`config.mk`:
```
export PLATFORM = sky130hd
export DESIGN_NAME = ripple_count_capture_flat
export DESIGN_NICKNAME = d
export VERILOG_FILES = /design/src/rtl/ripple_count_capture_if.sv /design/src/rtl/ripple_count_capture.sv /design/src/flat_wrapper.sv
export SDC_FILE = /design/constraint.sdc
export NUM_CORES = 1
export LEC_CHECK = 0
export ABC_AREA = 1
export BUFFER_PORTS_ARGS = -buffer_cell sky130_fd_sc_hd__buf_2
export CAP_MARGIN = 10
export CORE_UTILIZATION = 44
export DETAILED_ROUTE_END_ITERATION = 6
export HOLD_SLACK_MARGIN = 0.15
export PLACE_DENSITY = 0.7
export SLEW_MARGIN = 30
export SYNTH_ARGS = -nofsm -noshare
export SYNTH_HDL_FRONTEND = slang
export SYNTH_SLANG_ARGS = --single-unit
```
`constraint.sdc`:
```
create_clock -name clk -period 1.7 [get_ports clk]
set_clock_uncertainty 0.1 [all_clocks]
set_input_delay 0.34 -clock clk [delete_from_list [all_inputs] [get_ports clk]]
set_output_delay 0.34 -clock clk [all_outputs]
set_load 0.05 [all_outputs]
```
`src/rtl/ripple_count_capture_if.sv`:
```
// Interface bundling the count path of ripple_count_capture.
// Ports: count_in/clear flow from the driving side (master) to the capture block (slave);
//        count_out, count_valid, change, wrap, wrap_count and hex flow back.
interface ripple_count_capture_if #(
  parameter int WIDTH  = 4,
  parameter int WRAP_W = 8
);
  logic [WIDTH-1:0]  count_in;
  logic              clear;
  logic [WIDTH-1:0]  count_out;
  logic              count_valid;
  logic              change;
  logic              wrap;
  logic [WRAP_W-1:0] wrap_count;
  logic [6:0]        hex;

  modport master (
    output count_in, clear,
    input  count_out, count_valid, change, wrap, wrap_count, hex
  );

  modport slave (
    input  count_in, clear,
    output count_out, count_valid, change, wrap, wrap_count, hex
  );
endinterface

```
`src/rtl/ripple_count_capture.sv`:
```
// Captures a 4-bit asynchronous ripple count into the clk domain: two-flop synchroniser,
// run-length stability filter, clean count with change/wrap pulses, saturating wrap tally
// and an active-low 7-segment code. Ports: clk, reset (async, active low), bus (slave):
// count_in/clear in; count_out/count_valid/change/wrap/wrap_count/hex out.
module ripple_count_capture #(
  parameter int WIDTH         = 4,
  parameter int STABLE_CYCLES = 3,   // must be >= 2
  parameter int WRAP_W        = 8
) (
  input logic                  clk,
  input logic                  reset,
  ripple_count_capture_if.slave bus
);

  localparam int              CW       = $clog2(STABLE_CYCLES + 1);
  localparam logic [CW-1:0]   CNT_MAX  = CW'(STABLE_CYCLES);
  localparam logic [CW-1:0]   CNT_ACC  = CW'(STABLE_CYCLES - 1);
  localparam logic [CW-1:0]   CNT_ONE  = CW'(1);
  localparam logic [WRAP_W-1:0] WRAP_SAT = '1;

  logic [WIDTH-1:0]  s1, s2;
  logic [WIDTH-1:0]  cand;
  logic [CW-1:0]     cnt;
  logic [WIDTH-1:0]  count_out_q;
  logic              count_valid_q;
  logic              change_q;
  logic              wrap_q;
  logic [WRAP_W-1:0] wrap_count_q;

  logic accept;
  logic is_new;
  logic is_wrap;
  logic [3:0] nib;
  logic [6:0] seg;

  // cnt saturates at STABLE_CYCLES, so the exact SC-1 match fires only once per run.
  always_comb begin
    accept  = (s2 == cand) && (cnt == CNT_ACC);
    is_new  = !count_valid_q || (cand != count_out_q);
    is_wrap = count_valid_q && (cand < count_out_q);
  end

  always_ff @(posedge clk or negedge reset) begin
    if (!reset) begin
      s1            <= '0;
      s2            <= '0;
      cand          <= '0;
      cnt           <= '0;
      count_out_q   <= '0;
      count_valid_q <= 1'b0;
      change_q      <= 1'b0;
      wrap_q        <= 1'b0;
      wrap_count_q  <= '0;
    end else begin
      s1 <= bus.count_in;
      s2 <= s1;

      if (s2 != cand) begin
        cand <= s2;
        cnt  <= CNT_ONE;
      end else if (cnt < CNT_MAX) begin
        cnt <= cnt + CNT_ONE;
      end

      change_q <= 1'b0;
      wrap_q   <= 1'b0;

      // clear overrides an accept on the same edge; cnt restart (placed after the
      // filter update) means a steady input re-accepts STABLE_CYCLES edges later.
      if (bus.clear) begin
        count_valid_q <= 1'b0;
        wrap_count_q  <= '0;
        cnt           <= '0;
      end else if (accept) begin
        count_out_q   <= cand;
        count_valid_q <= 1'b1;
        change_q      <= is_new;
        wrap_q        <= is_wrap;
        if (is_wrap && (wrap_count_q != WRAP_SAT))
          wrap_count_q <= wrap_count_q + 1'b1;
      end
    end
  end

  // Active-low {g,f,e,d,c,b,a}; blank whenever no value is currently valid.
  always_comb begin
    nib = count_out_q[3:0];
    seg = 7'h7F;
    case (nib)
      4'h0: seg = 7'b1000000;
      4'h1: seg = 7'b1111001;
      4'h2: seg = 7'b0100100;
      4'h3: seg = 7'b0110000;
      4'h4: seg = 7'b0011001;
      4'h5: seg = 7'b0010010;
      4'h6: seg = 7'b0000010;
      4'h7: seg = 7'b1111000;
      4'h8: seg = 7'b0000000;
      4'h9: seg = 7'b0010000;
      4'hA: seg = 7'b0001000;
      4'hB: seg = 7'b0000011;
      4'hC: seg = 7'b1000110;
      4'hD: seg = 7'b0100001;
      4'hE: seg = 7'b0000110;
      4'hF: seg = 7'b0001110;
      default: seg = 7'h7F;
    endcase
    if (!count_valid_q)
      seg = 7'h7F;
  end

  assign bus.count_out   = count_out_q;
  assign bus.count_valid = count_valid_q;
  assign bus.change      = change_q;
  assign bus.wrap        = wrap_q;
  assign bus.wrap_count  = wrap_count_q;
  assign bus.hex         = seg;

endmodule
```
`src/flat_wrapper.sv`:
```
// flat-port wrapper written by rule: the top's interface ports become plain ports
module ripple_count_capture_flat 
#(
  parameter int WIDTH         = 4,
  parameter int STABLE_CYCLES = 3,                  
  parameter int WRAP_W        = 8
)
  (clk, reset, bus_count_in, bus_clear, bus_count_out, bus_count_valid, bus_change, bus_wrap, bus_wrap_count, bus_hex);
  ripple_count_capture_if #(.WIDTH(WIDTH), .WRAP_W(WRAP_W)) bus_i ();
  input logic clk;
  input logic reset;
  input wire logic [$bits(bus_i.count_in)-1:0] bus_count_in;
  input wire logic [$bits(bus_i.clear)-1:0] bus_clear;
  output wire logic [$bits(bus_i.count_out)-1:0] bus_count_out;
  output wire logic [$bits(bus_i.count_valid)-1:0] bus_count_valid;
  output wire logic [$bits(bus_i.change)-1:0] bus_change;
  output wire logic [$bits(bus_i.wrap)-1:0] bus_wrap;
  output wire logic [$bits(bus_i.wrap_count)-1:0] bus_wrap_count;
  output wire logic [$bits(bus_i.hex)-1:0] bus_hex;
  assign bus_i.count_in = bus_count_in;
  assign bus_i.clear = bus_clear;
  assign bus_count_out = bus_i.count_out;
  assign bus_count_valid = bus_i.count_valid;
  assign bus_change = bus_i.change;
  assign bus_wrap = bus_i.wrap;
  assign bus_wrap_count = bus_i.wrap_count;
  assign bus_hex = bus_i.hex;
  ripple_count_capture #(.WIDTH(WIDTH), .STABLE_CYCLES(STABLE_CYCLES), .WRAP_W(WRAP_W)) u_core (.clk(clk), .reset(reset), .bus(bus_i));
endmodule
```
; ---- Word level (Yosys, flattened, before mapping)
; Memory sizes are Yosys's and may differ from the RTL's.
; Cells that the tools add are included.
; Widths: inputs -> output; s select.
[totals]
reg_bits = 29
latchBits = 0
ram_bits = 0
mem_bits_ro = 112
input_bits = 7
output_inout_bits = 22
wordCells = 43
memories = 1
[mem_list]
columns = memory, depth, word_bits, rd, rd_ports_with_merged_regs, write_ports, line_no
row1 = (no name shown), 16, 7, 1, 0, 0, ripple_count_capture.sv:89  ; case (nib)
[classes]
addsub = 2
mul = 0
n_div = 0
order_cmp = 2
eq_ne = 5
n_shift = 0
mux = 13
bitwise_logic = 1
reduce_logical = 10
[ops]
columns = op, n
row1 = $mux 8, 3
row2 = $add 8x1->8 const B, 1
row3 = $ne 4x4->1, 2
row4 = $ne 8x8->1 const B, 1
row5 = $mux 7, 1
row6 = $mux 1, 6
row7 = $mux 2, 3
row8 = $eq 4x4->1, 1
row9 = $lt 4x4->1, 1
row10 = $reduce_and 2->1, 2
row11 = $reduce_bool 2->1, 2
row12 = $logic_and 1x1->1, 3
row13 = $reduce_bool 3->1, 1
row14 = $add 2x1->2 const B, 1
row15 = $eq 2x2->1 const B, 1
row16 = $lt 2x2->1 const B, 1
row17 = $logic_not 1->1, 1
row18 = $logic_or 1x1->1, 1
row19 = $not 1->1, 1

; ---- Logic depth before layout (Yosys ltp)
; Gate-level depths: netlist of the first run.
[depth]
depth_word = 6
ltp_mapped = 11
mapped_depth_nobuf = 10

; ---- Worst setup path before layout of the first run
; No wires, ideal clock.
[synth_path]
path_type = register to output
startpoint = register u_core.count_out_q[0] (netlist: u_core.bus.count_out[0])
endpoint = output bus_hex[2]
arrival_ps = 2844
t_required_ps = 1260
setup_slack_ps = -1584
path_stages_with_launch = 5
n_path_buf = 0
path_cell_list = dfrtp_1 > inv_1 > ha_1 > inv_1 > o311ai_0
[synth_via]
elab_chain_cells = 2
[synth_lines]
columns = element, line_no
row1 = from (decl), ripple_count_capture.sv:24  ; logic [WIDTH-1:0] count_out_q;
row2 = from (signal assigned), ripple_count_capture.sv:75  ; count_out_q <= cand;
row3 = $mem_v2 16x7, --
row4 = $mux 7, ripple_count_capture.sv:108  ; if (!count_valid_q)
row5 = to (decl), flat_wrapper.sv:19  ; output wire logic [$bits(bus_i.hex)-1:0] bus_hex;
; Every way passes these cells.

; ---- Worst setup path in the final report of the first run
[layout_path]
startpoint = register u_core.count_out_q[0] (netlist: u_core.bus.count_out[0])
endpoint = output bus_hex[5]
; The elaborated chain is that of the path after synthesis.

==> results of run 1 <==
## through the flow
step	instances	TNS (ns)
after floorplan	208	-2.56
after global placement	292	-0.320
after detailed placement	292	-0.646
after CTS	306	-2.96
after global routing	306	-3.13
final	306	-1.74
## how the worst max path moves through the flow
stage                                       start         end  cells past startpoint
after floorplan           u_core.bus.count_out[1]  bus_hex[0]                      6
after detailed placement  u_core.bus.count_out[0]  bus_hex[3]                      7
after global routing      u_core.bus.count_out[0]  bus_hex[0]                      7
final                     u_core.bus.count_out[0]  bus_hex[5]                      6
after CTS                 u_core.bus.count_out[0]  bus_hex[0]                      7
after global placement    u_core.bus.count_out[0]  bus_hex[3]                      6
## layer usage
layer | up-vias | GRT usage, %
met4 | 0 | 5.00
li1 | 758 | -
met1 | 676 | 22.3
met5 | - | 0
met2 | 36 | 32.2
met3 | 2 | 4.29
## final cells by class
type                       instances  area [um^2]
fill                             302         1290
multi-input combinational        145          990
sequential                        29          731
timing repair buffer              50          398
inverter                          26          108
clock buffer                       5         68.8
tap                               48         60.1
clock inverter                     3         46.3
## logic make-up (layout without fill, tap and decap cells)
logic type	count (synthesis)	after routing	synth area share, %
buf+inv	34	84	8.25
xor+xnor	3	3	1.55
compound gates	19	19	7.15
flops	29	29	42.7
simple gates	110	110	30.7
fa+ha+maj	13	13	9.58
## layout by cell type (no fill, tap or decap), types with 2 or more instances in the layout
cell type / Yosys / layout
o211ai_1: 2 / 2
nor2_4: 2 / 3
nor3_1: 4 / 3
nand3_2: 1 / 4
nand3_4: 1 / 4
nand2_4: 4 / 4
ha_4: 0 / 3
inv_4: 0 / 2
dfrtp_2: 0 / 4
nand2_1: 58 / 47
buf_6: 1 / 8
dfrtp_1: 29 / 25
clkinvlp_4: 0 / 2
dlygate4sd3_1: 0 / 5
clkbuf_8: 0 / 5
a21oi_1: 5 / 5
inv_2: 2 / 7
buf_4: 0 / 13
nor2_1: 14 / 13
ha_1: 13 / 10
nand2_2: 4 / 14
xor2_1: 2 / 2
buf_2: 3 / 21
nand3_1: 21 / 15
buf_12: 0 / 2
inv_1: 22 / 14
o21ai_0: 7 / 6
## report_power, final
part | switching, uW | leakage (uW) | internal, uW
Combinational | 166 | 0.000756 | 93.6
Clock | 264 | 0.0000543 | 438
Sequential | 33.2 | 0.000366 | 721
## timing repair
action | CTS | global route
buffers inserted | 1 | 1
resized for setup | 25 | 16
cloned | 0 | 0
hold buffers | 5 | 0
setup endpoints to repair | 15 | 16
pin swaps | 6 | 11
endpoints found under the hold margin | 19 | 0
## flip-flops by register name, summed over array words and instances, names as in the netlist
name,cells
u_core.bus.count_valid,1
u_core.s2,4
u_core.bus.count_out,4
u_core.cnt,2
u_core.bus.change,1
u_core.bus.wrap,1
u_core.bus.wrap_count,8
u_core.s1,4
u_core.cand,4
## critical path: stages, from the launching register on
cell and delay (ns):
dfrtp_2 0.44, ha_1 0.23, nand2_1 0.09, o21ai_0 0.10, a21oi_1 0.19, nand2_2 0.07, buf_6 0.15
==> impl_metrics.env, run 1 <==
export IMPL_outcome="finished with violations"
export IMPL_violations="negative setup slack"
export IMPL_worstSetupPathType="reg2out"
export IMPL_root_buffer="clkbuf_8"
export IMPL_r2r_slack_ns=-0.04
export IMPL_yosys_top_cells_count="nand2_1, dfrtp_1, inv_1, nand3_1, nor2_1"
export IMPL_ys_warn_count=0
export IMPL_hp_start="bus_clear"
export IMPL_async_reset_ff_share_pct=100
export IMPL_drt_drc_violations_left=0
export IMPL_clock_sinks=29
export IMPL_syn_nets=228
export IMPL_globalRouteTotalUtil_pct=18.3
export IMPL_via_per_inst=4.81
export IMPL_worst_slew_pin_transition_ns=0.372
export IMPL_fin_hold_ws_ns=0.238
export IMPL_cts_tree="built"
export IMPL_ctsHtreeMaxLevel=2
export IMPL_period_needed_ns=1.97
export IMPL_fin_crit_sh_pct=116
export IMPL_r2r_start="u_core.bus.count_out[1]"
export IMPL_preCtsSetupSlack_ns=-0.0941
export IMPL_drt_first_iter_violations=48
export IMPL_final_cell_area_um2=2400
export IMPL_portBuffers=28
export IMPL_hpwl_mm=2.48
export IMPL_hp_class="in2reg"
export IMPL_cp_required_ns=1.26
export IMPL_seq_area_frac_synth_pct=42.7
export IMPL_synth_edff_count=0
export IMPL_rows=22
export IMPL_design_die_area_um2=4110
export IMPL_hold_viol=0
export IMPL_crit_fanout=4
export IMPL_rsz0062_at_grt="yes"
export IMPL_finalWirelength_mm=3.34
export IMPL_setup_viol=15
export IMPL_start_util_pct=46.0
export IMPL_wl_met1_mm=1.46
export IMPL_avgRoutedWirePerCell_um=10.9
export IMPL_antenna_found_initial=0
export IMPL_clock_latency_ns=0.27
export IMPL_holdPathStages=2
export IMPL_overflow=0
export IMPL_slew_headroom_pct=75.2
export IMPL_num_nets_final=277
export IMPL_io_pins=29
export IMPL_vias=1472
export IMPL_dr_wl_met2_mm=1.72
export IMPL_p_leak_uw=0.00118
export IMPL_highest_layer="met4"
export IMPL_setup_ws_ns=-0.273
export IMPL_synth_avg_cell_area_um2=8.16
export IMPL_drv_slew=0
export IMPL_postPlaceCellArea_um2=2090
export IMPL_vdd_drop_max_mv=0.747
export IMPL_syn_to_final_growth_pct=41.4
export IMPL_die_h_um=64.1
export IMPL_antenna_cells=0
export IMPL_numCtsBuffers=5
export IMPL_max_cap_violations=0
export IMPL_drt_antenna_violating_nets=0
export IMPL_grt_pass1_vias=1396
export IMPL_grt_max_degree=18
export IMPL_synthCells=208
export IMPL_whs_endpoint="u_core.cnt[1]"
export IMPL_yosysMostFrequentCell="nand2_1"
export IMPL_yosysTopAreaCell="dfrtp_1"
export IMPL_place_gp_congestion=0.826
export IMPL_synth_ff_type="dfrtp_1"
export IMPL_synth_top_area_share_pct=42.7
export IMPL_post_route_util_pct=65.1
export IMPL_synth_ff_latch_count=29
export IMPL_ys_types=29
export IMPL_timing_rr_end="u_core.bus.wrap_count[4]"
export IMPL_end_kind="primary output"
export IMPL_fmax_mhz=507
export IMPL_yosys_top_cells_area="dfrtp_1, nand2_1, ha_1"
export IMPL_p_per_area_nw_per_um2=715
export IMPL_finalPower_uw=1720
export IMPL_wl_met3_um=137
export IMPL_dr_pass1_iters=4
export IMPL_core_area_um2=3690
export IMPL_cts_reportedPaths_clkPinSlew_ns=0.06
export IMPL_r2r_cells=11
export IMPL_syn_area_um2=1700
export IMPL_cp_start_kind="flop"
export IMPL_cp_arrival_ns=1.53
export IMPL_drive_gt1_share_pct=40.7
export IMPL_grt_pass1_wl_mm=5.86
export IMPL_die_w_um=64.1
export IMPL_clock_path_buffers=2
No activity file was read; power rests on OpenSTA's default activity.
==> run 2, diff against run 1 <==
--- a/config.mk
+++ b/config.mk
@@ -5,7 +5,6 @@
 export SDC_FILE = /design/constraint.sdc
 export NUM_CORES = 1
 export LEC_CHECK = 0
-export ABC_AREA = 1
 export BUFFER_PORTS_ARGS = -buffer_cell sky130_fd_sc_hd__buf_2
 export CAP_MARGIN = 10
 export CORE_UTILIZATION = 44
==> run 2 against run 1 <==
The flow still finishes with violations (negative setup slack). Fmax decreased by 13%. Die area decreased by 2.1%. Critical endpoint is now bus_hex[3]. Sequential share of layout area decreased by 2.0 points. Non-clock buffer count increased by 16.
==> impl_metrics.env, run 2 <==
export IMPL_grt_pass1_wl_mm=6.81
export IMPL_io_pins=29
export IMPL_rows=21
export IMPL_overflow=0
export IMPL_setup_viol=20
export IMPL_p_per_area_nw_per_um2=586
export IMPL_hpwl_mm=2.62
export IMPL_violations="negative setup slack"
export IMPL_vdd_drop_max_mv=0.609
export IMPL_avgRoutedWirePerCell_um=16.3
export IMPL_finalPower_uw=1530
export IMPL_end_kind="primary output"
export IMPL_syn_nets=171
export IMPL_cp_arrival_ns=1.82
export IMPL_via_per_inst=5.39
export IMPL_synth_compound_area_share_pct=9.57
export IMPL_r2r_start="u_core.bus.count_out[3]"
export IMPL_die_h_um=63.4
export IMPL_ys_types=34
export IMPL_drt_first_iter_violations=62
export IMPL_clock_path_buffers=2
export IMPL_syn_area_um2=1660
export IMPL_critPathMaxStageDelay_ns=0.47
export IMPL_numCtsBuffers=5
export IMPL_fin_crit_sh_pct=133
export IMPL_synthXorXnorAreaFrac_pct=2.64
export IMPL_drt_drc_violations_left=0
export IMPL_hp_start="u_core.s1[0]"
export IMPL_layout_commonest_cell="buf_4"
export IMPL_holdPathStages=0
export IMPL_p_leak_uw=0.00123
export IMPL_cp_start_kind="flop"
export IMPL_post_route_util_pct=75.2
export IMPL_ctsHtreeMaxLevel=2
export IMPL_path_buf_inv=4
export IMPL_yosysMostFrequentCell="dfrtp_1"
export IMPL_finalWirelength_mm=4.26
export IMPL_synth_top_area_share_pct=43.7
export IMPL_period_needed_ns=2.26
export IMPL_rsz0062_at_grt="yes"
export IMPL_final_cell_mix="buf_4, dfrtp_1, buf_2"
export IMPL_timing_rr_end="u_core.bus.wrap_count[6]"
export IMPL_synth_top_family_by_area="simple AND/OR/NAND/NOR gates"
export IMPL_r2r_slack_ns=-0.42
export IMPL_vias=1412
export IMPL_syn_to_final_growth_pct=57.1
export IMPL_drv_slew=0
export IMPL_drive_gt1_share_pct=55.6
export IMPL_worstSetupPathType="reg2out"
export IMPL_yosysTopAreaCell="dfrtp_1"
export IMPL_portBuffers=28
export IMPL_antenna_cells=0
export IMPL_die_w_um=63.4
export IMPL_antenna_found_initial=0
export IMPL_outcome="finished with violations"
export IMPL_nFillCells=237
export IMPL_core_area_um2=3470
export IMPL_yosys_top_cells_area="dfrtp_1, ha_1, mux2_1"
export IMPL_synth_ff_latch_count=29
export IMPL_crit_fanout=5
export IMPL_synthMuxAreaShare_pct=10.6
export IMPL_synth_edff_count=0
export IMPL_synthCells=151
export IMPL_setup_ws_ns=-0.559
export IMPL_r2r_cells=8
export IMPL_cts_tree="built"
export IMPL_hp_class="reg2reg"
export IMPL_design_die_area_um2=4020
export IMPL_dr_pass1_iters=4
export IMPL_clock_sinks=29
export IMPL_max_cap_violations=0
export IMPL_root_buffer="clkbuf_8"
export IMPL_slew_headroom_pct=56.6
export IMPL_synth_ff_type="dfrtp_1"
export IMPL_seq_area_frac_synth_pct=43.7
export IMPL_yosys_top_cells_count="dfrtp_1, ha_1, nor2_1, mux2_1"
export IMPL_fin_hold_ws_ns=0.255
export IMPL_fmax_mhz=443
export IMPL_slowest_stage="dfrtp_4"
export IMPL_clock_latency_ns=0.28
export IMPL_grt_pass1_vias=1496
export IMPL_ys_warn_count=0
export IMPL_drt_antenna_violating_nets=0
export IMPL_place_gp_congestion=0.867
export IMPL_whs_endpoint="u_core.s2[0]"
export IMPL_worst_slew_pin_transition_ns=0.651
export IMPL_crit_chain="inv_6, ha_4, inv_2, mux4_2, inv_2, nand2_4, buf_8"
export IMPL_crit_path_frequent_cell="inv_2"
export IMPL_cts_reportedPaths_clkPinSlew_ns=0.06
export IMPL_yosys_area_share_simple_pct=19.0
export IMPL_largest_reg_flops=8
export IMPL_crit_family="flip-flops"
export IMPL_hold_viol=0
export IMPL_cp_required_ns=1.26
export IMPL_num_nets_final=235
export IMPL_synthAdderAreaFrac_pct=9.80
export IMPL_async_reset_ff_share_pct=100
export IMPL_globalRouteTotalUtil_pct=22.1
export IMPL_grt_max_degree=30
export IMPL_start_util_pct=47.9
export IMPL_synth_avg_cell_area_um2=11.0
==> run 2: changes by cell type after synthesis, sizes merged, moves of 5 or more <==
cell	change
nand3	-19
inv	-14
nor4	+8
o211ai	+5
nor2b	+8
mux2	+10
nand2	-64
==> run 2: worst register-to-register path, stage by stage (launching register included) <==
cell and delay (ns):
dfrtp_4 0.50, buf_4 0.17, inv_6 0.05, ha_4 0.19, nand4b_1 0.15, o211ai_4 0.13, buf_12 0.17, nor4_4 0.21
mux2_4 0.33
==> run 2: cells by family after synthesis <==
kind of cell	after synthesis
AND/OR/NAND/NOR	49
flip-flops	29
AO/OA/AOI/OAI	21
buffers and inverters	19
multiplexers	15
adder cells (fa/ha/maj)	13
XOR/XNOR	5
==> run 2: stage by stage <==
stage          cell area, um^2  std cells  setup slack [ns]  setup TNS (ns)
2_1_floorplan             1830        151            -0.494           -4.89
3_3_place_gp              2160        239            -0.281           -2.50
3_5_place_dp              2160        239            -0.327           -3.20
4_1_cts                   2520        259            -0.563           -6.09
5_1_grt                   2610        262            -0.623           -7.33
6_report                  2610        262            -0.559           -5.77
==> run 2: layout make-up <==
class / instances / area [um^2] / share of cell area, %
clock inverters: 1 / 5.00 / 0.192
flip-flops and latches: 29 / 742 / 28.4
repair buffers: 66 / 554 / 21.2
multi-input cells: 103 / 1100 / 42.1
inverters: 10 / 55.1 / 2.11
well taps: 46 / 57.6 / 2.21
clock buffers: 7 / 96.3 / 3.69
==> run 2: where the power goes <==
group | switching, uW | internal, uW | total (uW) | leakage, uW
Clock | 259 | 365 | 624 | 0.0000542
Sequential | 17.4 | 711 | 728 | 0.000362
Combinational | 91.6 | 84.4 | 176 | 0.000814
Total | 368 | 1160 | 1530 | 0.00123
==> run 2: how the worst max path moves through the flow <==
stage	end	depth (start not counted)	from
after floorplan	bus_hex[1]	4	u_core.bus.count_out[0]
after global placement	bus_hex[3]	7	u_core.bus.count_out[0]
after detailed placement	u_core.bus.wrap_count[0]	6	u_core.bus.count_out[1]
after CTS	bus_hex[3]	7	u_core.bus.count_out[1]
after global routing	bus_hex[3]	7	u_core.bus.count_out[1]
final	bus_hex[3]	7	u_core.bus.count_out[1]
==> run 2: metal layers <==
metal	share of wire, %	global-route usage [%]	up-vias
met3	2.8	5.80	15
met1	43	25.5	705
met2	50	37.5	31
met4	3.5	10.8	0
li1	-	-	661
met5	0	0	-
==> run 2: what timing repair did <==
action	CTS	global route
endpoints found under the hold margin	33	0
hold buffers	5	0
buffers inserted	7	4
pin swaps	8	11
resized for setup	33	16
setup endpoints to repair	20	22
cloned	0	1
